[src/rtl/core_bus_pkg.sv]
// Shared types and default region map for the core bus router.
// Region indices are sized for the largest supported router (8 regions).
package core_bus_pkg;

    localparam int MAX_REGIONS = 8;
    localparam int REGION_IW   = 3;

    typedef logic [REGION_IW-1:0] region_idx_t;

    typedef enum logic [1:0] {
        IDLE  = 2'd0,
        WAIT  = 2'd1,
        ABORT = 2'd2
    } req_state_e;

    typedef struct packed {
        logic        pending;
        region_idx_t region;
        logic        err;
    } resp_t;

    // Region 0 = instruction/data memory at 0x1000_0000, region 1 = 0x2000_0000.
    localparam logic [1:0][31:0] DEF_REGION_BASE = {32'h2000_0000, 32'h1000_0000};
    localparam logic [1:0][31:0] DEF_REGION_MASK = {32'h0FFF_FFFF, 32'h0FFF_FFFF};

endpackage

[src/rtl/core_bus_region_dec.sv]
// Combinational address decoder: one-hot hit, hit index, miss flag and the
// address rebased into the hit region. The lowest-numbered region wins on overlap.
module core_bus_region_dec
    import core_bus_pkg::*;
#(
    parameter int                                N_REGIONS   = 2,
    parameter int                                AW          = 32,
    parameter logic [N_REGIONS-1:0][AW-1:0]      REGION_BASE = DEF_REGION_BASE,
    parameter logic [N_REGIONS-1:0][AW-1:0]      REGION_MASK = DEF_REGION_MASK
) (
    input  logic [AW-1:0]        addr_i,
    output logic [N_REGIONS-1:0] hit_o,
    output region_idx_t          hit_idx_o,
    output logic                 miss_o,
    output logic [AW-1:0]        addr_o
);

    always_comb begin
        hit_o     = '0;
        hit_idx_o = '0;
        miss_o    = 1'b1;
        addr_o    = '0;
        // Walk downwards so the lowest matching index is the last one written.
        for (int i = N_REGIONS - 1; i >= 0; i--) begin
            if ((addr_i & ~REGION_MASK[i]) == REGION_BASE[i]) begin
                hit_o     = '0;
                hit_o[i]  = 1'b1;
                hit_idx_o = region_idx_t'(i);
                miss_o    = 1'b0;
                addr_o    = addr_i & REGION_MASK[i];
            end
        end
    end

endmodule

[src/rtl/core_bus_router.sv]
// Routes one core req/gnt/rvalid bus onto N slave regions; unmapped accesses
// and slaves that stall past TIMEOUT cycles complete as error responses.
module core_bus_router
    import core_bus_pkg::*;
#(
    parameter int                            N_REGIONS   = 2,
    parameter int                            AW          = 32,
    parameter int                            DW          = 32,
    parameter logic [N_REGIONS-1:0][AW-1:0]  REGION_BASE = DEF_REGION_BASE,
    parameter logic [N_REGIONS-1:0][AW-1:0]  REGION_MASK = DEF_REGION_MASK,
    parameter int                            TIMEOUT     = 16
) (
    input  logic                    clk,
    input  logic                    rst,
    input  logic                    core_req_i,
    input  logic [AW-1:0]           core_addr_i,
    input  logic                    core_we_i,
    input  logic [DW/8-1:0]         core_be_i,
    input  logic [DW-1:0]           core_wdata_i,
    output logic                    core_gnt_o,
    output logic                    core_rvalid_o,
    output logic [DW-1:0]           core_rdata_o,
    output logic                    core_err_o,
    output logic [N_REGIONS-1:0]    slv_valid_o,
    output logic [AW-1:0]           slv_addr_o,
    output logic                    slv_write_en_o,
    output logic [DW/8-1:0]         slv_byte_en_o,
    output logic [DW-1:0]           slv_wdata_o,
    input  logic [N_REGIONS-1:0]    slv_ready_i,
    input  logic [N_REGIONS*DW-1:0] slv_rdata_i,
    input  logic                    err_clr_i,
    output logic                    bus_err_o,
    output logic [AW-1:0]           bus_err_addr_o
);

    localparam int             CW         = (TIMEOUT > 0) ? $clog2(TIMEOUT + 1) : 1;
    localparam bit             TIMEOUT_EN = (TIMEOUT > 0);
    localparam logic [CW-1:0]  CNT_LAST   = CW'((TIMEOUT > 0) ? TIMEOUT - 1 : 0);

    logic [N_REGIONS-1:0] hit;
    region_idx_t          hit_idx;
    logic                 miss;
    logic [AW-1:0]        rebased_addr;
    logic                 hit_ready;

    req_state_e           state_q, state_d;
    logic [CW-1:0]        cnt_q, cnt_d;
    resp_t                resp_q, resp_d;
    logic                 bus_err_q, bus_err_d;
    logic [AW-1:0]        bus_err_addr_q, bus_err_addr_d;
    logic                 abort;
    logic                 err_now;

    core_bus_region_dec #(
        .N_REGIONS   (N_REGIONS),
        .AW          (AW),
        .REGION_BASE (REGION_BASE),
        .REGION_MASK (REGION_MASK)
    ) u_dec (
        .addr_i    (core_addr_i),
        .hit_o     (hit),
        .hit_idx_o (hit_idx),
        .miss_o    (miss),
        .addr_o    (rebased_addr)
    );

    assign hit_ready = |(hit & slv_ready_i);

    always_ff @(posedge clk) begin
        if (rst) begin
            state_q        <= IDLE;
            cnt_q          <= '0;
            resp_q         <= '0;
            bus_err_q      <= 1'b0;
            bus_err_addr_q <= '0;
        end else begin
            state_q        <= state_d;
            cnt_q          <= cnt_d;
            resp_q         <= resp_d;
            bus_err_q      <= bus_err_d;
            bus_err_addr_q <= bus_err_addr_d;
        end
    end

    // cnt_q holds the number of cycles the current request has already waited.
    always_comb begin
        state_d = state_q;
        cnt_d   = cnt_q;
        unique case (state_q)
            IDLE: begin
                if (core_req_i && !miss && !hit_ready) begin
                    if (TIMEOUT_EN && (CNT_LAST == '0)) begin
                        state_d = ABORT;
                    end else begin
                        state_d = WAIT;
                        cnt_d   = CW'(1);
                    end
                end
            end
            WAIT: begin
                if (hit_ready) begin
                    state_d = IDLE;
                    cnt_d   = '0;
                end else if (TIMEOUT_EN && (cnt_q == CNT_LAST)) begin
                    state_d = ABORT;
                    cnt_d   = '0;
                end else begin
                    cnt_d = cnt_q + 1'b1;
                end
            end
            ABORT: begin
                state_d = IDLE;
                cnt_d   = '0;
            end
            default: begin
                state_d = IDLE;
                cnt_d   = '0;
            end
        endcase
    end

    always_comb begin
        abort          = (state_q == ABORT);
        err_now        = abort | miss;
        slv_valid_o    = '0;
        core_gnt_o     = 1'b0;
        if (!rst) begin
            if (core_req_i && !abort) begin
                slv_valid_o = hit;
            end
            core_gnt_o = abort | (core_req_i & miss) | (core_req_i & hit_ready);
        end

        resp_d.pending = core_gnt_o;
        resp_d.region  = hit_idx;
        resp_d.err     = err_now;

        bus_err_d      = bus_err_q;
        bus_err_addr_d = bus_err_addr_q;
        if (core_gnt_o && err_now) begin
            bus_err_d      = 1'b1;
            bus_err_addr_d = core_addr_i;
        end else if (err_clr_i) begin
            bus_err_d = 1'b0;
        end
    end

    always_comb begin
        core_rdata_o = '0;
        if (resp_q.pending && !resp_q.err) begin
            for (int i = 0; i < N_REGIONS; i++) begin
                if (resp_q.region == region_idx_t'(i)) begin
                    core_rdata_o = slv_rdata_i[i*DW +: DW];
                end
            end
        end
    end

    assign core_rvalid_o  = resp_q.pending;
    assign core_err_o     = resp_q.pending & resp_q.err;
    assign slv_addr_o     = rebased_addr;
    assign slv_write_en_o = core_we_i;
    assign slv_byte_en_o  = core_be_i;
    assign slv_wdata_o    = core_wdata_i;
    assign bus_err_o      = bus_err_q;
    assign bus_err_addr_o = bus_err_addr_q;

endmodule

[config.mk]
export PLATFORM = sky130hd
export DESIGN_NAME = core_bus_router
export DESIGN_NICKNAME = d
export VERILOG_FILES = /design/src/rtl/core_bus_pkg.sv /design/src/rtl/core_bus_region_dec.sv /design/src/rtl/core_bus_router.sv
export SDC_FILE = /design/constraint.sdc
export NUM_CORES = 1
export LEC_CHECK = 0
export CAP_MARGIN = 20
export CORE_AREA = 2 2 108 110
export CTS_BUF_LIST = sky130_fd_sc_hd__clkbuf_8
export CTS_CLUSTER_DIAMETER = 100
export DETAILED_ROUTE_END_ITERATION = 10
export DIE_AREA = 0 0 110 112
export PLACE_DENSITY_LB_ADDON = 0.12
export SETUP_SLACK_MARGIN = 0.2
export SLEW_MARGIN = 20
export SYNTH_ARGS = -nofsm -noshare
export SYNTH_HDL_FRONTEND = slang
export SYNTH_SLANG_ARGS = --single-unit
export TNS_END_PERCENT = 30
[constraint.sdc]
create_clock -name clk -period 4.4 [get_ports clk]
set_clock_uncertainty 0.2 [all_clocks]
set_input_delay 0.88 -clock clk [delete_from_list [all_inputs] [get_ports clk]]
set_output_delay 0.88 -clock clk [all_outputs]
set_load 0.05 [all_outputs]
Yosys cells after proc, flatten, opt, wreduce, memory -nomap -nowiden
Index checks and enable logic that the tools add are counted.
Storage, ports and cells
  word-level logic and storage cells: 61
  output and inout port bits: 139
  register bits: 45
  input port bits: 139
Cells by class
  add/sub/neg operators: 1
  reductions and logical operators: 15
  muxes and demuxes: 23
  eq/ne operators: 8
  bitwise logic cells: 7
Operator list (count)
  two-way mux 32 bit: 4
  two-way mux 28 bit: 1
  two-way mux 5 bit: 3
  two-way mux 2 bit: 7
  one-hot mux 5 bit (2 select lines): 1
  two-way mux 1 bit: 6
  adder 5 x 1 -> 5 bit, second input constant: 1
  equality test 5 x 4 -> 1 bit, second input constant: 1
  logical AND 1 bit: 5
  equality test 4 x 1 -> 1 bit, second input constant: 1
  equality test 4 x 2 -> 1 bit, second input constant: 1
  zero test 1 bit: 4
  one-hot mux 2 bit (2 select lines): 1
  OR reduction 2 bit: 2
  AND 1 bit: 3
  equality test 3 x 1 -> 1 bit, second input constant: 1
  zero test 3 bit: 1
  != test 3 bit, second input constant: 1
  OR 1 bit: 3
  AND 2 bit: 1
  equality test 2 x 1 -> 1 bit, second input constant: 1
  equality test 2 bit, second input constant: 1
  zero test 2 bit: 1
  != test 2 bit, second input constant: 1
  other kinds (2): 2

Longest topological paths before layout
Gate-level depths: netlist of the first run.
  word-level depth: 10
  mapped depth: 6
  gate-level depth less buffers: 5

Hierarchy
From an unflattened synthesis of the first run, not the netlist that was laid out.
Second synthesis, totals
  cells, all modules: 358
  area, all modules: 2877.8 µm²
By module, submodules not included
  core_bus_router: cells an instance 311, instances 1, area an instance 2573.7 µm², sequential area each 900.9 µm²
  core_bus_region_dec: cells an instance 47, instances 1, area an instance 304.0 µm², sequential area each 0.0 µm²

Worst setup path before layout of the first run
Ideal clock, no wire load.
  path type: input-to-output
  start: in core_addr_i[30]
  end: out slv_valid_o[0]
  stages: 5
  arrival: 2.568 ns
  required time: 3.320 ns
  path buffers: 1
  setup slack: 0.752 ns
  cell sequence: or2_0 -> clkbuf_2 -> nor2_1 -> nand3_1 -> nor3b_1
Between the ends
  cells in the longest elaborated chain, start to end: 4
Ends and longest elaborated chain
  start, declared: line core_bus_router.sv:16  | input logic [AW-1:0] core_addr_i,
  equality test 4 x 1 -> 1 bit: line core_bus_region_dec.sv:25  | if ((addr_i & ~REGION_MASK[i]) == REGION_BASE[i]) begin
  two-way mux 2 bit: line core_bus_region_dec.sv:25
  two-way mux 2 bit: line core_bus_router.sv:128  | if (core_req_i && !abort) begin
  two-way mux 2 bit: line core_bus_router.sv:127  | if (!rst) begin
  end, declared: line core_bus_router.sv:24  | output logic [N_REGIONS-1:0] slv_valid_o,
No other way between the ends.

Final worst setup path of the first run
  start: in core_addr_i[30]
  end: out core_gnt_o
Between the ends
  cells in the longest elaborated chain, start to end: 8
  elaborated cells on any way between the ends: 13
  classes of those cells: 2 x eq/ne; 5 x mux; 5 x bitwise; 1 x reduce/logical
Ends and longest elaborated chain
  equality test 4 x 2 -> 1 bit: line core_bus_region_dec.sv:25
  two-way mux 2 bit (2 in a row): line core_bus_region_dec.sv:25
  AND 2 bit: line core_bus_router.sv:67  | assign hit_ready = |(hit & slv_ready_i);
  OR reduction 2 bit: line core_bus_router.sv:67
  AND 1 bit: line core_bus_router.sv:131  | core_gnt_o = abort | (core_req_i & miss) | (core_req_i & hit_ready);
  OR 1 bit (*): line core_bus_router.sv:131
  two-way mux 1 bit (*): line core_bus_router.sv:127
  end, declared: line core_bus_router.sv:20  | output logic core_gnt_o,
Every way passes the cells marked *; elsewhere a longest branch is shown, timed or not.

==> results.yml, run 1 <==
global_route:
  grt_pass1_wl_mm: 15.1
  grt_usage: 0.159
  overflow: 0
  antenna_found_initial: 0
  grt_pass1_vias: 2799
  grt_max_degree: 47
worst_setup_path:
  cp.required_ns: 3.32
  cp-startpoint: "core_addr_i[30]"
  rr_startpoint: "state_q[0]"
  crit_type: "input pin to primary output"
  crit_path_max_fanout: 6
  crit_path_start_kind: "input pin"
  crit_arrival_ns: 2.71
  timing.rr.end: "bus_err_addr_o[22]"
  worstSetupEndpointType: "primary output"
  regToRegSetupSlack_ns: 2.37
  r2r_cells: 4
routing:
  drt_drc_violations_left: 0
  dr_total_vias: 2767
  wl_mm: 10.3
  wire_per_inst_microns: 16.6
  ant_nets: 0
  drtIter0Drc: 82
  first_pass_iters: 4
  viasPerCell: 4.48
sta:
  rsz0062_at_grt: "no"
  final_hold_viol_count: 0
  whs_ns: 0.257
  setup_ws_ns: 0.610
  slew_violations: 0
  relSlewSlack: 0.594
  layout_min_cycle_time_ns: 3.79
  fmaxAchievable_mhz: 264
  setup_violations: 0
  worst_pin_slew_ns: 0.608
  period_share: 0.861
  tns_ns: 0
power:
  pwr-share-seq: 0.360
  p_comb_frac: 0.411
  p_sw_uw: 420
  powerDensity_nw_per_um2: 234
  ir_worst_vdd_mv: 0.128
  swShare: 0.352
  p_int_uw: 775
  p_clk_frac: 0.229
  leakage_uw: 0.00191
yosys:
  yosys-top-cells-count: "dfxtp_1 (43), buf_4 (41), nor2_1 (39), nor2b_1 (33), mux2i_1 (32)"
  async_reset_ff_frac: 0
  synth_most_common_cell: "dfxtp_1"
  yosysSeqAreaShare: 0.293
  synthFlopType: "dfxtp_1"
  synth_cells: 321
  ys_types: 37
  synth_area_leaders: "dfxtp_1 (29%), mux2_4 (15%), mux2i_1 (11%)"
  yosysWarnings: 0
  synth_top_area_cell: "dfxtp_1"
  syn_area_sq_um: 2930
  synth_top_area_frac: 0.293
  synth-edff-count: 0
  ys_ff_latch: 43
  syn_area_per_cell_sq_um: 9.14
place:
  gp_congestion: 0.750
  dp_hpwl_mm: 8.09
  io_buffers: 199
  dp_slack_ns: 0.579
  placed_area_sq_um: 5010
cells_and_area:
  fin_nets: 613
  diodes: 0
  area_growth_pct: 74.0
  drive_above_1_share: 0.173
  final_area_sq_um: 5110
clock_tree:
  clockBufferDepth: 2
  cts.sinks: 43
  post_cts_resized: 0
  cts_hold_buf: 0
  cts.htree.levels: 2
  insertion_delay_ns: 0.30
  post-cts-setup-buffers: 0
  numCtsBuffers: 5
  clkTransAtPathRegs_ns: 0.09
  cts-root-buf: "clkbuf_8"
  cts_tree: "built"
die:
  io_pins: 278
  coreArea_sq_um: 11200
  die-height_microns: 112
  die_area_sq_um: 12300
  start_util: 0.263
  die_x_microns: 110
  num_rows: 39
worst_hold_path:
  holdPathStages: 2
  hp-class: "flop to flop"
  min_delay_worst_endpoint: "cnt_q[4]"
  worstHoldStart: "cnt_q[4]"
job:
  drv_cap: 0
status:
  status: "finished clean"
[worst max-delay path: stages]
cell and delay [ns]:
clkdlybuf4s50_1 0.42, or2_0 0.29, buf_4 0.18, or2_2 0.34, o21ai_0 0.27, a21oi_1 0.11
buf_4 0.22
[flip-flops by register name, summed over array words and instances (netlist names)]
| name | count |
|---|---|
| bus_err_addr_o | 32 |
| cnt_q | 5 |
| resp_q | 2 |
| state_q | 2 |
| bus_err_o | 1 |
| core_rvalid_o | 1 |
[cell type report]
type,count,area (sq um)
Fill cell,1094,6070
Timing Repair Buffer,204,2300
Multi-Input combinational cell,219,1670
Sequential cell,43,862
Tap cell,143,179
Clock buffer,6,82.6
Clock inverter,2,12.5
[power groups by stage]
stage	clock network [uW]	registers, uW	logic (uW)
2_1_floorplan	0	524	279
3_3_place_gp	0	438	493
3_5_place_dp	0	438	494
4_1_cts	284	430	496
5_1_grt	298	434	517
6_report	273	430	491
[kinds of logic after synthesis]
family | Yosys count | synth area share
and+or+nand+nor | 129 | 0.240
muxes | 64 | 0.269
buffers and inverters | 62 | 0.143
DFF | 43 | 0.293
AOI/OAI and AO/OA | 20 | 0.0461
adders and majority gates | 1 | 0.00426
other | 1 | 0.00128
xor gates and xnor gates | 1 | 0.00299
[stage by stage]
step | cells | util | power, uW
after floorplan | 324 | - | 803
after global placement | 609 | 0.448 | 930
after detailed placement | 609 | 0.448 | 932
after CTS | 617 | 0.457 | 1210
after global routing | 617 | 0.457 | 1250
final | 617 | 0.457 | 1190
[worst max-delay path by stage]
stage                           to  cells past startpoint
detailed placement      core_gnt_o                      7
CTS                     core_gnt_o                      7
floorplan           slv_valid_o[0]                      5
finish                  core_gnt_o                      7
global route            core_gnt_o                      7
global placement    slv_valid_o[1]                      6
[per-layer routing]
metal / track usage / routed length [microns]
met5: 0.0168 / 36
met4: 0.0388 / 135
met3: 0.0972 / 1610
met2: 0.262 / 4840
met1: 0.168 / 3630
[cell usage in the layout, fill, tap and decap left out, types with 2 or more instances in the layout]
cell	n
nor2b_1	33
nor3_1	2
nand2b_1	3
mux2_2	3
buf_4	7
conb_1	4
nand2_1	2
nand4b_1	3
clkbuf_8	6
o211ai_1	3
nand3_1	9
nand3b_1	2
dfxtp_1	42
nor2_1	38
o21ai_0	2
and2_1	29
mux2_4	29
clkdlybuf4s50_1	168
a21oi_1	8
a31oi_1	2
mux2i_1	32
buf_12	28
Note: power is estimated with default switching activity, not from simulation.
==> run 2, diff against run 1 <==
- clock period: 4.4 -> 4.6 ns (I/O delays scaled with it)
==> run 2 against run 1 <==
Utilization increased by 0.18 points. Critical path depth decreased by 1. Register-to-register slack improved by 0.43 ns. Hold slack got worse by 0.0055 ns. Clock power increased by 12%. Cell area increased by 0.39%. Clock-buffer cell count decreased by 1. Critical endpoint is now slv_valid_o[0]. Global-route usage decreased by 0.087 points. Combinational power decreased by 4.7%. Die area unchanged.
==> results.yml, run 2 (same netlist as run 1, synthesis figures left out) <==
status:
  status: "finished clean"
clock_tree:
  cts_tree: "built"
  cts.sinks: 43
  cts_hold_buf: 0
  numCtsBuffers: 5
  post-cts-setup-buffers: 0
  clockBufferDepth: 2
  cts-root-buf: "clkbuf_8"
  post_cts_resized: 0
  insertion_delay_ns: 0.31
  clkTransAtPathRegs_ns: 0.09
  cts.htree.levels: 2
place:
  gp_congestion: 0.736
  io_buffers: 199
  dp_hpwl_mm: 8.08
sta:
  setup_violations: 0
  slew_violations: 0
  final_hold_viol_count: 0
  rsz0062_at_grt: "no"
  tns_ns: 0
  fmaxAchievable_mhz: 251
  period_share: 0.867
  worst_pin_slew_ns: 0.990
  relSlewSlack: 0.340
  layout_min_cycle_time_ns: 3.99
die:
  die_area_sq_um: 12300
  num_rows: 39
  start_util: 0.263
  io_pins: 278
  coreArea_sq_um: 11200
  die-height_microns: 112
  die_x_microns: 110
routing:
  drtIter0Drc: 104
  wl_mm: 10.2
  first_pass_iters: 4
  drt_drc_violations_left: 0
  viasPerCell: 4.43
  ant_nets: 0
  dr_total_vias: 2732
  wire_per_inst_microns: 16.5
worst_setup_path:
  crit_path_max_fanout: 2
  slowest_delay_ns: 0.83
  cp_cell_sequence: "clkdlybuf4s50_1 > or2_0 > nor2_1 > nand3_1 > nor3b_1 > clkdlybuf4s50_1"
  crit_type: "input pin to primary output"
  crit_path_start_kind: "input pin"
  crit_top_cell: "clkdlybuf4s50_1"
  regToRegSetupSlack_ns: 2.80
  rr_startpoint: "state_q[0]"
  crit_arrival_ns: 2.87
  cpMaxStageDelayCell: "clkdlybuf4s50_1"
  worstSetupEndpointType: "primary output"
  cp.required_ns: 3.48
  cp-startpoint: "core_addr_i[30]"
cells_and_area:
  largest_reg_flops: 32
  fin_nets: 613
  diodes: 0
  drive_above_1_share: 0.173
  final_core_util: 0.459
  final_common_cell: "clkdlybuf4s50_1"
  final_cell_mix: "clkdlybuf4s50_1 (169), dfxtp_1 (42), nor2_1 (38)"
  area_growth_pct: 74.7
global_route:
  grt_busiest_layer: "met2"
  grt_util_met2: 0.268
  use_met3: 0.0896
  grt_max_degree: 47
  grt_pass1_vias: 2794
  grt_pass1_wl_mm: 15.0
  overflow: 0
  grt_usage: 0.158
  grtUsageMet1: 0.169
  antenna_found_initial: 0
worst_hold_path:
  hp-class: "flop to flop"
  worstHoldStart: "cnt_q[4]"
power:
  leakage_uw: 0.00192
  p_total_uw: 1190
  powerDensity_nw_per_um2: 232
  ir_worst_vdd_mv: 0.186
job:
  drv_cap: 0
[run 2: changes by cell type in the layout (fill, tap and decap cells not counted), sizes merged]
| cell | change |
|---|---|
| bufinv | +1 |
| clkdlybuf4s50 | +1 |
| clkinv | +1 |
| clkbuf | -1 |
| inv | -1 |
| buf | -1 |
[run 2: final cells by class]
| type | instances | area (sq um) |
|---|---|---|
| Fill cell | 1091 | 6050 |
| Timing Repair Buffer | 204 | 2300 |
| Multi-Input combinational cell | 219 | 1670 |
| Sequential cell | 43 | 862 |
| Tap cell | 143 | 179 |
| Clock buffer | 5 | 68.8 |
| Clock inverter | 3 | 43.8 |
[run 2: worst max-delay path, delay by kind of cell]
kind | cells | cell delay [ns]
buffers and inverters | 2 | 1.25
AND/OR/NAND/NOR | 4 | 0.69
[run 2: metrics by stage]
step,area [sq um],hold WS (ns),cells,setup WS (ns)
after global routing,5130,0.271,617,0.488
after CTS,5130,0.255,617,0.585
after floorplan,2950,0.221,324,0.872
after global placement,5010,0.236,609,0.568
final,5130,0.252,617,0.613
after detailed placement,5010,0.241,609,0.586
[run 2: where the power goes]
group / leakage [uW] / internal, uW / switching, uW
registers: 0.000355 / 398 / 14.7
clock network: 0.0000581 / 162 / 144
logic: 0.00150 / 222 / 246
total: 0.00192 / 782 / 405
[run 2: path summary, 6_finish.rpt]
kind / endpoint / cells after the start
max: slv_valid_o[0] / 6
min: cnt_q[4] / 2
max reg2reg: bus_err_addr_o[3] / 4
min reg2reg: cnt_q[4] / 2
[run 2: metal layers]
layer | vias up | routed length [microns]
li1 | 1325 | -
met1 | 1232 | 3660
met2 | 167 | 4820
met3 | 8 | 1580
met4 | 0 | 92
met5 | - | 0
==> run 3, diff against run 2 <==
- CORE_AREA: 2 2 108 110 -> 2 2 107 109
- CTS_BUF_LIST: sky130_fd_sc_hd__clkbuf_8 -> sky130_fd_sc_hd__clkbuf_4 sky130_fd_sc_hd__clkbuf_8 sky130_fd_sc_hd__clkbuf_16
- DIE_AREA: 0 0 110 112 -> 0 0 109 111
==> run 3 against run 2 <==
Sequential share of layout area fell by 0.13 points. Die area fell by 1.8%. Register-to-register slack got worse by 0.33 ns. Worst setup slack got worse by 0.049 ns. Maximum frequency fell by 1.2%. Critical path depth did not move. Clock power rose by 23%. Critical endpoint unchanged. Utilization rose by 0.77 points. Routed wire length fell by 1.2%. Cell area rose by 0.78%.
==> results.yml, run 3 (same netlist as run 1, synthesis figures left out) <==
status:
  status: "finished clean"
sta:
  rsz0062_at_grt: "no"
  slew_violations: 0
  whs_ns: 0.251
  tns_ns: 0
  period_share: 0.877
  relSlewSlack: 0.345
  fmaxAchievable_mhz: 248
  final_hold_viol_count: 0
  layout_min_cycle_time_ns: 4.04
  setup_violations: 0
  worst_pin_slew_ns: 0.983
power:
  powerDensity_nw_per_um2: 244
  p_total_uw: 1260
  leakage_uw: 0.00193
  ir_worst_vdd_mv: 0.153
global_route:
  grt_pass1_vias: 2798
  antenna_found_initial: 0
  grt_usage: 0.158
  overflow: 0
  grt_max_degree: 47
  grt_pass1_wl_mm: 14.9
place:
  io_buffers: 199
  dp_hpwl_mm: 7.90
  gp_congestion: 0.762
  place_inst: 608
clock_tree:
  cts-root-buf: "clkbuf_16"
  cts.htree.levels: 2
  post_cts_resized: 0
  clkTransAtPathRegs_ns: 0.06
  cts.sinks: 43
  cts_hold_buf: 0
  cts_tree: "built"
  clockBufferDepth: 2
  post-cts-setup-buffers: 0
  insertion_delay_ns: 0.28
  numCtsBuffers: 5
worst_setup_path:
  crit_path_start_kind: "input pin"
  crit_type: "input pin to primary output"
  worstSetupEndpointType: "primary output"
  crit_path_max_fanout: 2
  crit_arrival_ns: 2.92
  cp.required_ns: 3.48
  regToRegSetupSlack_ns: 2.47
die:
  die_area_sq_um: 12100
  die-height_microns: 111
  num_rows: 39
  io_pins: 278
  start_util: 0.265
  die_x_microns: 109
  coreArea_sq_um: 11100
worst_hold_path:
  hp-class: "flop to flop"
cells_and_area:
  regArea_sq_um: 862
  final_common_cell: "clkdlybuf4s50_1"
  multi_input_area_sq_um: 1670
  final_cell_mix: "clkdlybuf4s50_1 (169), dfxtp_1 (42), nor2_1 (38)"
  largest_reg_flops: 32
  instances_no_fill: 616
  fillCellCount: 1055
  drive_above_1_share: 0.171
  fin_nets: 612
  area_growth_pct: 76.1
  diodes: 0
routing:
  first_pass_iters: 4
  wl_mm: 10.0
  viasPerCell: 4.48
  drt_drc_violations_left: 0
  wire_per_inst_microns: 16.3
  drtIter0Drc: 111
  ant_nets: 0
  dr_total_vias: 2762
job:
  drv_cap: 0
-- run 3: worst paths after layout --
check / start / to / cells past startpoint
worst max-delay path: core_addr_i[30] / slv_valid_o[0] / 6
worst min-delay path: cnt_q[4] / cnt_q[4] / 2
worst max register to register: state_q[0] / bus_err_addr_o[23] / 4
worst min register to register: cnt_q[4] / cnt_q[4] / 2
-- run 3: power by group --
group	total, uW	switching [uW]	internal (uW)
logic	469	247	222
clock network	377	147	231
registers	413	14.8	398
total	1260	409	851
-- run 3: critical path, cell delays in order --
cell and delay (ns):
clkdlybuf4s50_1 0.42, or2_0 0.30, nor2_1 0.15, nand3_1 0.11
nor3b_1 0.19, clkdlybuf4s50_1 0.83
-- run 3: per-stage QoR --
stage	setup slack (ns)	cell area [sq um]	util
2_1_floorplan	0.872	2950	-
3_3_place_gp	0.587	5000	0.452
3_5_place_dp	0.537	5010	0.452
4_1_cts	0.535	5170	0.466
5_1_grt	0.422	5170	0.466
6_report	0.565	5170	0.466
-- run 3: layer usage --
layer | global-route usage | wire, microns | vias to the layer above
li1 | - | - | 1324
met1 | 0.176 | 3760 | 1261
met2 | 0.258 | 4660 | 167
met3 | 0.0829 | 1420 | 10
met4 | 0.0479 | 182 | 0
met5 | 0 | 0 | -
-- run 3: final cells by class --
class	instances	share of cell area
timing repair buffer	203	0.444
multi-input combinational	219	0.323
sequential	43	0.167
tap	143	0.0346
clock buffer	7	0.0295
clock inverter	1	0.00145
